==> config.mk <==
export PLATFORM = sky130hd
export DESIGN_NAME = wb_regfile
export DESIGN_NICKNAME = d
export VERILOG_FILES = /design/src/rtl/wb_regfile_pkg.sv /design/src/rtl/wb_regfile_mem_wb.sv /design/src/rtl/wb_regfile.sv
export SDC_FILE = /design/constraint.sdc
export NUM_CORES = 2
export LEC_CHECK = 0
export BUFFER_PORTS_ARGS = -buffer_cell sky130_fd_sc_hd__buf_2
export CORE_MARGIN = 4
export CORE_UTILIZATION = 31
export CTS_CLUSTER_DIAMETER = 40
export DETAILED_ROUTE_END_ITERATION = 12
export SLEW_MARGIN = 20
export SYNTH_ARGS = -nofsm -noshare
export SYNTH_HDL_FRONTEND = slang
export SYNTH_HIERARCHICAL = 1
export SYNTH_SLANG_ARGS = --single-unit
export TNS_END_PERCENT = 5
==> constraint.sdc <==
create_clock -name clk -period 57.7 [get_ports clk]
set_input_delay 5.77 -clock clk [delete_from_list [all_inputs] [get_ports clk]]
set_output_delay 5.77 -clock clk [all_outputs]
set_load 0.02 [all_outputs]
==> src/rtl/wb_regfile_pkg.sv <==
// ---------------------------------------------------------------------------
// wb_regfile_pkg
//   Shared pipeline defines for the write-back / register-file slice.
//   Holds the control-level encodings (reset, write and read enables), the
//   canonical zero word, the no-op register address and the default bus
//   widths used as parameter defaults by wb_regfile and its MEM/WB latch.
// ---------------------------------------------------------------------------
package wb_regfile_pkg;

    // Control-level encodings
    localparam logic RST_ENABLE    = 1'b1;
    localparam logic WRITE_ENABLE  = 1'b1;
    localparam logic WRITE_DISABLE = 1'b0;
    localparam logic READ_ENABLE   = 1'b1;
    localparam logic READ_DISABLE  = 1'b0;

    // Bus geometry
    localparam int REG_BUS_W  = 32;
    localparam int REG_ADDR_W = 5;
    localparam int REG_NUM    = 32;

    // Canonical constants
    localparam logic [REG_BUS_W-1:0]  ZERO_WORD    = '0;
    localparam logic [REG_ADDR_W-1:0] NOP_REG_ADDR = '0;

endpackage : wb_regfile_pkg

==> src/rtl/wb_regfile_mem_wb.sv <==
// ---------------------------------------------------------------------------
// wb_regfile_mem_wb
//   MEM/WB pipeline latch. Captures the MEM stage's write-back triple on each
//   rising edge. Priority: flush (load a bubble) > stall (hold) > load.
//
// Ports
//   clk        in   pipeline clock
//   rst        in   asynchronous active-high reset (clears the latch)
//   stall      in   hold the current latch contents
//   flush      in   replace the latch contents with a bubble
//   mem_wd     in   destination register from MEM
//   mem_wreg   in   write enable from MEM
//   mem_wdata  in   write data from MEM
//   wb_wd      out  latched destination register
//   wb_wreg    out  latched write enable
//   wb_wdata   out  latched write data
// ---------------------------------------------------------------------------
module wb_regfile_mem_wb
    import wb_regfile_pkg::*;
#(
    parameter int DATA_W = REG_BUS_W,
    parameter int ADDR_W = REG_ADDR_W
) (
    input  logic              clk,
    input  logic              rst,
    input  logic              stall,
    input  logic              flush,
    input  logic [ADDR_W-1:0] mem_wd,
    input  logic              mem_wreg,
    input  logic [DATA_W-1:0] mem_wdata,
    output logic [ADDR_W-1:0] wb_wd,
    output logic              wb_wreg,
    output logic [DATA_W-1:0] wb_wdata
);

    logic [ADDR_W-1:0] wd_q,    wd_d;
    logic              wreg_q,  wreg_d;
    logic [DATA_W-1:0] wdata_q, wdata_d;

    always_comb begin
        // NOTE: every output of this block gets a default first (hold), so no
        // path leaves a signal unassigned and no latch is inferred.
        wd_d    = wd_q;
        wreg_d  = wreg_q;
        wdata_d = wdata_q;
        if (flush) begin
            wd_d    = NOP_REG_ADDR;
            wreg_d  = WRITE_DISABLE;
            wdata_d = ZERO_WORD;
        end else if (!stall) begin
            wd_d    = mem_wd;
            wreg_d  = mem_wreg;
            wdata_d = mem_wdata;
        end
    end

    always_ff @(posedge clk or posedge rst) begin
        // NOTE: state is updated with non-blocking assignments so every flop
        // samples its pre-edge inputs regardless of block evaluation order.
        if (rst) begin
            wd_q    <= '0;
            wreg_q  <= 1'b0;
            wdata_q <= '0;
        end else begin
            wd_q    <= wd_d;
            wreg_q  <= wreg_d;
            wdata_q <= wdata_d;
        end
    end

    assign wb_wd    = wd_q;
    assign wb_wreg  = wreg_q;
    assign wb_wdata = wdata_q;

endmodule : wb_regfile_mem_wb

==> src/rtl/wb_regfile.sv <==
// ---------------------------------------------------------------------------
// wb_regfile
//   Write-back end of the integer pipeline. Latches the MEM stage's
//   write-back triple (MEM/WB latch), commits the latched write into the
//   general-purpose register array on the following edge, and serves two
//   combinational decode read ports that bypass the not-yet-committed
//   write-back value. Register 0 always reads as zero.
//
// Ports
//   clk               in   pipeline clock
//   rst               in   asynchronous active-high reset
//   stall, flush      in   MEM/WB latch control (flush wins)
//   mem_wd/wreg/wdata in   write-back triple from MEM
//   re1, raddr1       in   read port 1 enable / address
//   re2, raddr2       in   read port 2 enable / address
//   rdata1, rdata2    out  read data (combinational)
//   wb_wd/wreg/wdata  out  latched write-back triple
// ---------------------------------------------------------------------------
module wb_regfile
    import wb_regfile_pkg::*;
#(
    parameter int DATA_W   = REG_BUS_W,
    parameter int NUM_REGS = REG_NUM,
    parameter int ADDR_W   = REG_ADDR_W
) (
    input  logic              clk,
    input  logic              rst,
    input  logic              stall,
    input  logic              flush,
    input  logic [ADDR_W-1:0] mem_wd,
    input  logic              mem_wreg,
    input  logic [DATA_W-1:0] mem_wdata,
    input  logic              re1,
    input  logic [ADDR_W-1:0] raddr1,
    input  logic              re2,
    input  logic [ADDR_W-1:0] raddr2,
    output logic [DATA_W-1:0] rdata1,
    output logic [DATA_W-1:0] rdata2,
    output logic [ADDR_W-1:0] wb_wd,
    output logic              wb_wreg,
    output logic [DATA_W-1:0] wb_wdata
);

    // True when the address space is larger than the register count, so some
    // addresses name no register and must be filtered.
    localparam bit SPARSE_ADDR = (NUM_REGS < (1 << ADDR_W));

    logic [DATA_W-1:0] regs_q [NUM_REGS];
    logic [DATA_W-1:0] regs_d [NUM_REGS];

    // -----------------------------------------------------------------------
    // MEM/WB latch
    // -----------------------------------------------------------------------
    wb_regfile_mem_wb #(
        .DATA_W (DATA_W),
        .ADDR_W (ADDR_W)
    ) u_mem_wb (
        .clk       (clk),
        .rst       (rst),
        .stall     (stall),
        .flush     (flush),
        .mem_wd    (mem_wd),
        .mem_wreg  (mem_wreg),
        .mem_wdata (mem_wdata),
        .wb_wd     (wb_wd),
        .wb_wreg   (wb_wreg),
        .wb_wdata  (wb_wdata)
    );

    function automatic logic addr_in_range(input logic [ADDR_W-1:0] addr);
        if (SPARSE_ADDR) begin
            return int'(addr) < NUM_REGS;
        end
        return 1'b1;
    endfunction

    // -----------------------------------------------------------------------
    // Array write: commits whatever the latch held before this edge, so a
    // flush or stall in the same cycle never cancels it.
    // -----------------------------------------------------------------------
    always_comb begin
        regs_d = regs_q;
        if (wb_wreg == WRITE_ENABLE && wb_wd != NOP_REG_ADDR && addr_in_range(wb_wd)) begin
            regs_d[wb_wd] = wb_wdata;
        end
    end

    always_ff @(posedge clk or posedge rst) begin
        // NOTE: the register array is built from reset flops rather than a RAM
        // macro because the architecture requires every entry to clear on rst.
        if (rst) begin
            for (int i = 0; i < NUM_REGS; i++) begin
                regs_q[i] <= '0;
            end
        end else begin
            regs_q <= regs_d;
        end
    end

    // -----------------------------------------------------------------------
    // Read ports. The bypass term returns the write sitting in the latch, which
    // the array only absorbs at the next edge.
    // -----------------------------------------------------------------------
    function automatic logic [DATA_W-1:0] read_port(
        input logic              rst_i,
        input logic              re,
        input logic [ADDR_W-1:0] raddr,
        input logic              byp_wreg,
        input logic [ADDR_W-1:0] byp_wd,
        input logic [DATA_W-1:0] byp_wdata,
        input logic [DATA_W-1:0] arr_val
    );
        if (rst_i == RST_ENABLE)                                return '0;
        if (re == READ_DISABLE)                                 return '0;
        if (raddr == NOP_REG_ADDR)                              return '0;
        if (!addr_in_range(raddr))                              return '0;
        if (byp_wreg == WRITE_ENABLE && raddr == byp_wd)        return byp_wdata;
        return arr_val;
    endfunction

    logic [DATA_W-1:0] arr_rd1;
    logic [DATA_W-1:0] arr_rd2;

    always_comb begin
        arr_rd1 = '0;
        arr_rd2 = '0;
        if (addr_in_range(raddr1)) begin
            arr_rd1 = regs_q[raddr1];
        end
        if (addr_in_range(raddr2)) begin
            arr_rd2 = regs_q[raddr2];
        end
    end

    always_comb begin
        rdata1 = read_port(rst, re1, raddr1, wb_wreg, wb_wd, wb_wdata, arr_rd1);
        rdata2 = read_port(rst, re2, raddr2, wb_wreg, wb_wd, wb_wdata, arr_rd2);
    end

    // READ_ENABLE documents the active level of re1/re2; READ_DISABLE is the
    // value tested above.
    logic unused_read_enable;
    assign unused_read_enable = READ_ENABLE;

endmodule : wb_regfile

==> summary.md <==
| Metric | Value |
|---|---|
| Crit Path Class | in -> out |
| # rows | 156 |
| Synth top area cells | dfrtp_1 (47%), mux2_2 (19%), mux4_2 (18%) |
| Slew of the pin with the lowest slew margin | 1.17 ns |
| Pleak | 29.5 nW |
| Final min period | approximately 16 ns |
| Number of synthesized register bits | 1062 |
| Post-synth net total | 3907 |
| First DRT Iteration DRCs | 3368 |
| Worst-path fanout max | 67 |
| Global-route wire length before repair | between 200 and 300 mm |
| IO buf count | about 160 |
| Total CTS buffers | 133 |
| Min-Delay Path Class | reg -> reg |
| Fin cells | 6300 |
| Psw | 0.000459 W |
| Int Pwr | 0.00135 W |
| Vias in the first global route | 37900 |
| GP Congestion | ~0.78 |
| Number of synthesized flops with an enable pin | 0 |
| Clock Tree Root | clkbuf_16 |
| Max-cap viol count | 0 |
| Clock Sinks | 1062 |
| Slew Limit Fails | 0 |
| Relative slew slack | 0.223 |
| Final hold viol count | 0 |
| Final wirelength | 187 mm |
| VDD IR-drop max | a little under 0.03 mV |
| CTS tree | yes |
| RSZ-0062 raised after global routing | false |
| Pwr dens | 28.2 mW/mm2 |
| Switching share of power | 0.253 |
| Avg WL per Cell | 29.8 um |
| Clk pwr share | 0.478 |
| Syn Std Cell Area | between 0.05 and 0.06 mm2 |
| Global route total overflow | 0 |
| Synthesis-to-finish area growth | 13.4% |
| Synth area leader | dfrtp_1 |
| Initial Util | 0.312 |
| Max Clock Skew | 0.0263 ns |
| Die height | 436 um |
| Reg clk slew, reported paths | ~0.05 ns |
| Synth warn | 6 |
| Core area | 0.181 mm2 |
| Sequential element share of the synthesized area | 0.469 |
| Netlist cell types | 46 |
| H-tree depth reported by CTS | 4 |
| Cts repair resizes | 0 |
| Antenna viol nets, final | 0 |
| Max Freq | 63.7 MHz |
| I/O pin count | around 160 |
| Setup TNS | 0 ns |
| Vias | 36800 |
| Hpwl dp | 100 mm |
| Most used DFF post-synth | dfrtp_1 |
| Final setup viols | 0 |
| Worst path required time | ~52 ns |
| Initial antenna violation count | 5 |
| Setup crit start kind | input port |
| Horiz. Die Dim | 436 um |
| Crit path DAT | between 9 and 10 ns |
| Post-CTS Hold Fix Bufs | 0 |
| Largest net degree at the start of global routing | ~170 |
| Die ar. | 0.190 mm2 |
| Layout Nets | 3874 |
| Tot GR Track Use | 0.195 |
| Via/cell ratio | 5.83 |
| Flop pwr share | 0.435 |
| TritonRoute pass-1 iters | 5 |
| Comb power frac | 0.088 |
| Share of post-route cells with drive strength above 1 | 0.501 |
| DP Cell Count | 6053 |
| Outcome | completed |
| # DRC | 0 |
| Clk buf depth | 3 |
| Yosys top cell area share | 0.469 |
| Mapped Cells | 3853 |
| Clock Latency Late Sink | 0.77 ns |
| Filler cell count | 17200 |
| Period utilization | 0.272 |
| Worst setup EP type | primary output |
| Post-CTS Setup Bufs | 0 |
| Mean post-synth cell area | around 15 um2 |
| Share of synthesized registers carrying an async set or reset | 1.00 |
## sequential cells by signal (all words and copies together) (netlist names)
| register | cells |
|---|---|
| u_mem_wb/wb_wdata | 32 |
| u_mem_wb/wb_wd | 5 |
| regs_q | 1024 |
| u_mem_wb/wb_wreg | 1 |
## cell type report
cell class	count	area, um2	share of cell area
diodes	3	7.51	0.000117
clock buffers	167	3750	0.0584
clock inverters	75	862	0.0134
inverters	4	25.0	0.000390
multi-input cells	2347	28200	0.440
flip-flops and latches	1062	26600	0.414
well taps	2370	2970	0.0462
repair buffers	272	1810	0.0281
## cell usage after synthesis (3+ instances only)
cell	count
dfrtp_1	1062
mux2_2	957
mux4_2	459
clkbuf_1	235
mux2i_1	213
nand2_1	132
buf_2	103
nor2_1	96
mux2_1	81
buf_1	62
o221ai_1	47
a221oi_1	38
o211ai_1	36
a22o_1	31
a31oi_1	31
a211oi_1	30
o22ai_1	30
a21oi_1	28
nor3_1	27
a211o_1	25
buf_6	22
and3_1	21
buf_4	16
nor2b_1	12
xnor2_1	10
a221o_1	7
nand2b_1	6
nor3b_1	5
and2_1	4
nand3b_1	4
inv_1	3
## power groups by stage
stage / combinational (W) / sequential, W / clock (W)
4_1_cts: 0.000160 / 0.000788 / 0.000882
2_1_floorplan: 0.000114 / 0.000798 / 0
6_report: 0.000159 / 0.000789 / 0.000867
3_5_place_dp: 0.000159 / 0.000801 / 0
3_3_place_gp: 0.000158 / 0.000800 / 0
5_1_grt: 0.000170 / 0.000791 / 0.000912
## final timing paths
| path | from | end | slack, ns | cells after the start |
|---|---|---|---|---|
| worst max-delay path | raddr2[0] | rdata2[16] | 42.01 | 8 |
| worst min register to register | regs_q[1014]$_DFFE_PP0P_ | regs_q[1014]$_DFFE_PP0P_ | 0.40 | 0 |
| min in group asynchronous | rst | regs_q[140]$_DFFE_PP0P_ | 5.05 | 2 |
| max in group asynchronous | rst | regs_q[888]$_DFFE_PP0P_ | 49.12 | 6 |
| worst max register to register | u_mem_wb/wb_wd[3]$_DFFE_PP0P_ | regs_q[553]$_DFFE_PP0P_ | 54.52 | 4 |
| worst min-delay path | regs_q[1014]$_DFFE_PP0P_ | regs_q[1014]$_DFFE_PP0P_ | 0.40 | 0 |
## metal layers
layer,routed length [um],vias to the layer above,track usage
li1,-,14800,-
met1,75900,20200,0.249
met2,91500,1325,0.325
met3,10700,375,0.0336
met4,9350,0,0.0879
met5,0,-,0
## kinds of logic (layout without fill, tap and decap cells)
group / count (synthesis) / in the layout / share of synthesized area
AO/OA/AOI/OAI: 308 / 308 / 0.0417
XOR/XNOR: 10 / 10 / 0.00155
buffers and inverters: 444 / 518 / 0.0362
flip-flops: 1062 / 1062 / 0.469
multiplexers: 1710 / 1710 / 0.426
other: 0 / 3 / 0
AND/OR/NAND/NOR: 319 / 319 / 0.0250
## through the flow
stage	total power, W	hold WS, ns	util	cell area (um2)	worst slack (ns)
after floorplan	0.000911	0.441	-	56700	22.12
after global placement	0.000957	0.376	0.328	59500	41.86
after detailed placement	0.000960	0.384	0.328	59600	42.00
after CTS	0.00183	0.396	0.354	64200	41.99
after global routing	0.00187	0.411	0.354	64200	41.82
final	0.00181	0.395	0.354	64200	42.01
## critical path, cell delays in order
cell,delay [ns]
buf_8,0.60
buf_4,0.75
buf_4,0.80
mux4_2,0.60
mux4_2,0.48
nor2b_1,0.15
a211o_1,0.43
buf_2,0.22
## cells in the final DEF, fill, tap and decap left out, types with 10 or more instances in the layout
cell,count
clkbuf_8,17
a22o_1,31
nand2_1,116
a211oi_1,30
o211ai_1,36
a21oi_1,28
xnor2_1,10
a211o_1,25
mux4_2,459
mux2_1,81
nor2b_1,10
nor3_1,25
mux2_2,957
clkbuf_16,139
clkinvlp_4,21
a31oi_1,31
clkbuf_1,11
o221ai_1,47
nor2_4,16
a221oi_1,38
mux2i_1,213
clkinv_2,15
buf_2,146
nor2_1,80
nand2_2,15
buf_4,113
dfrtp_1,1062
and3_1,20
o22ai_1,30
bufinv_16,12
inv_6,15
No activity file was read; power rests on OpenSTA's default activity.
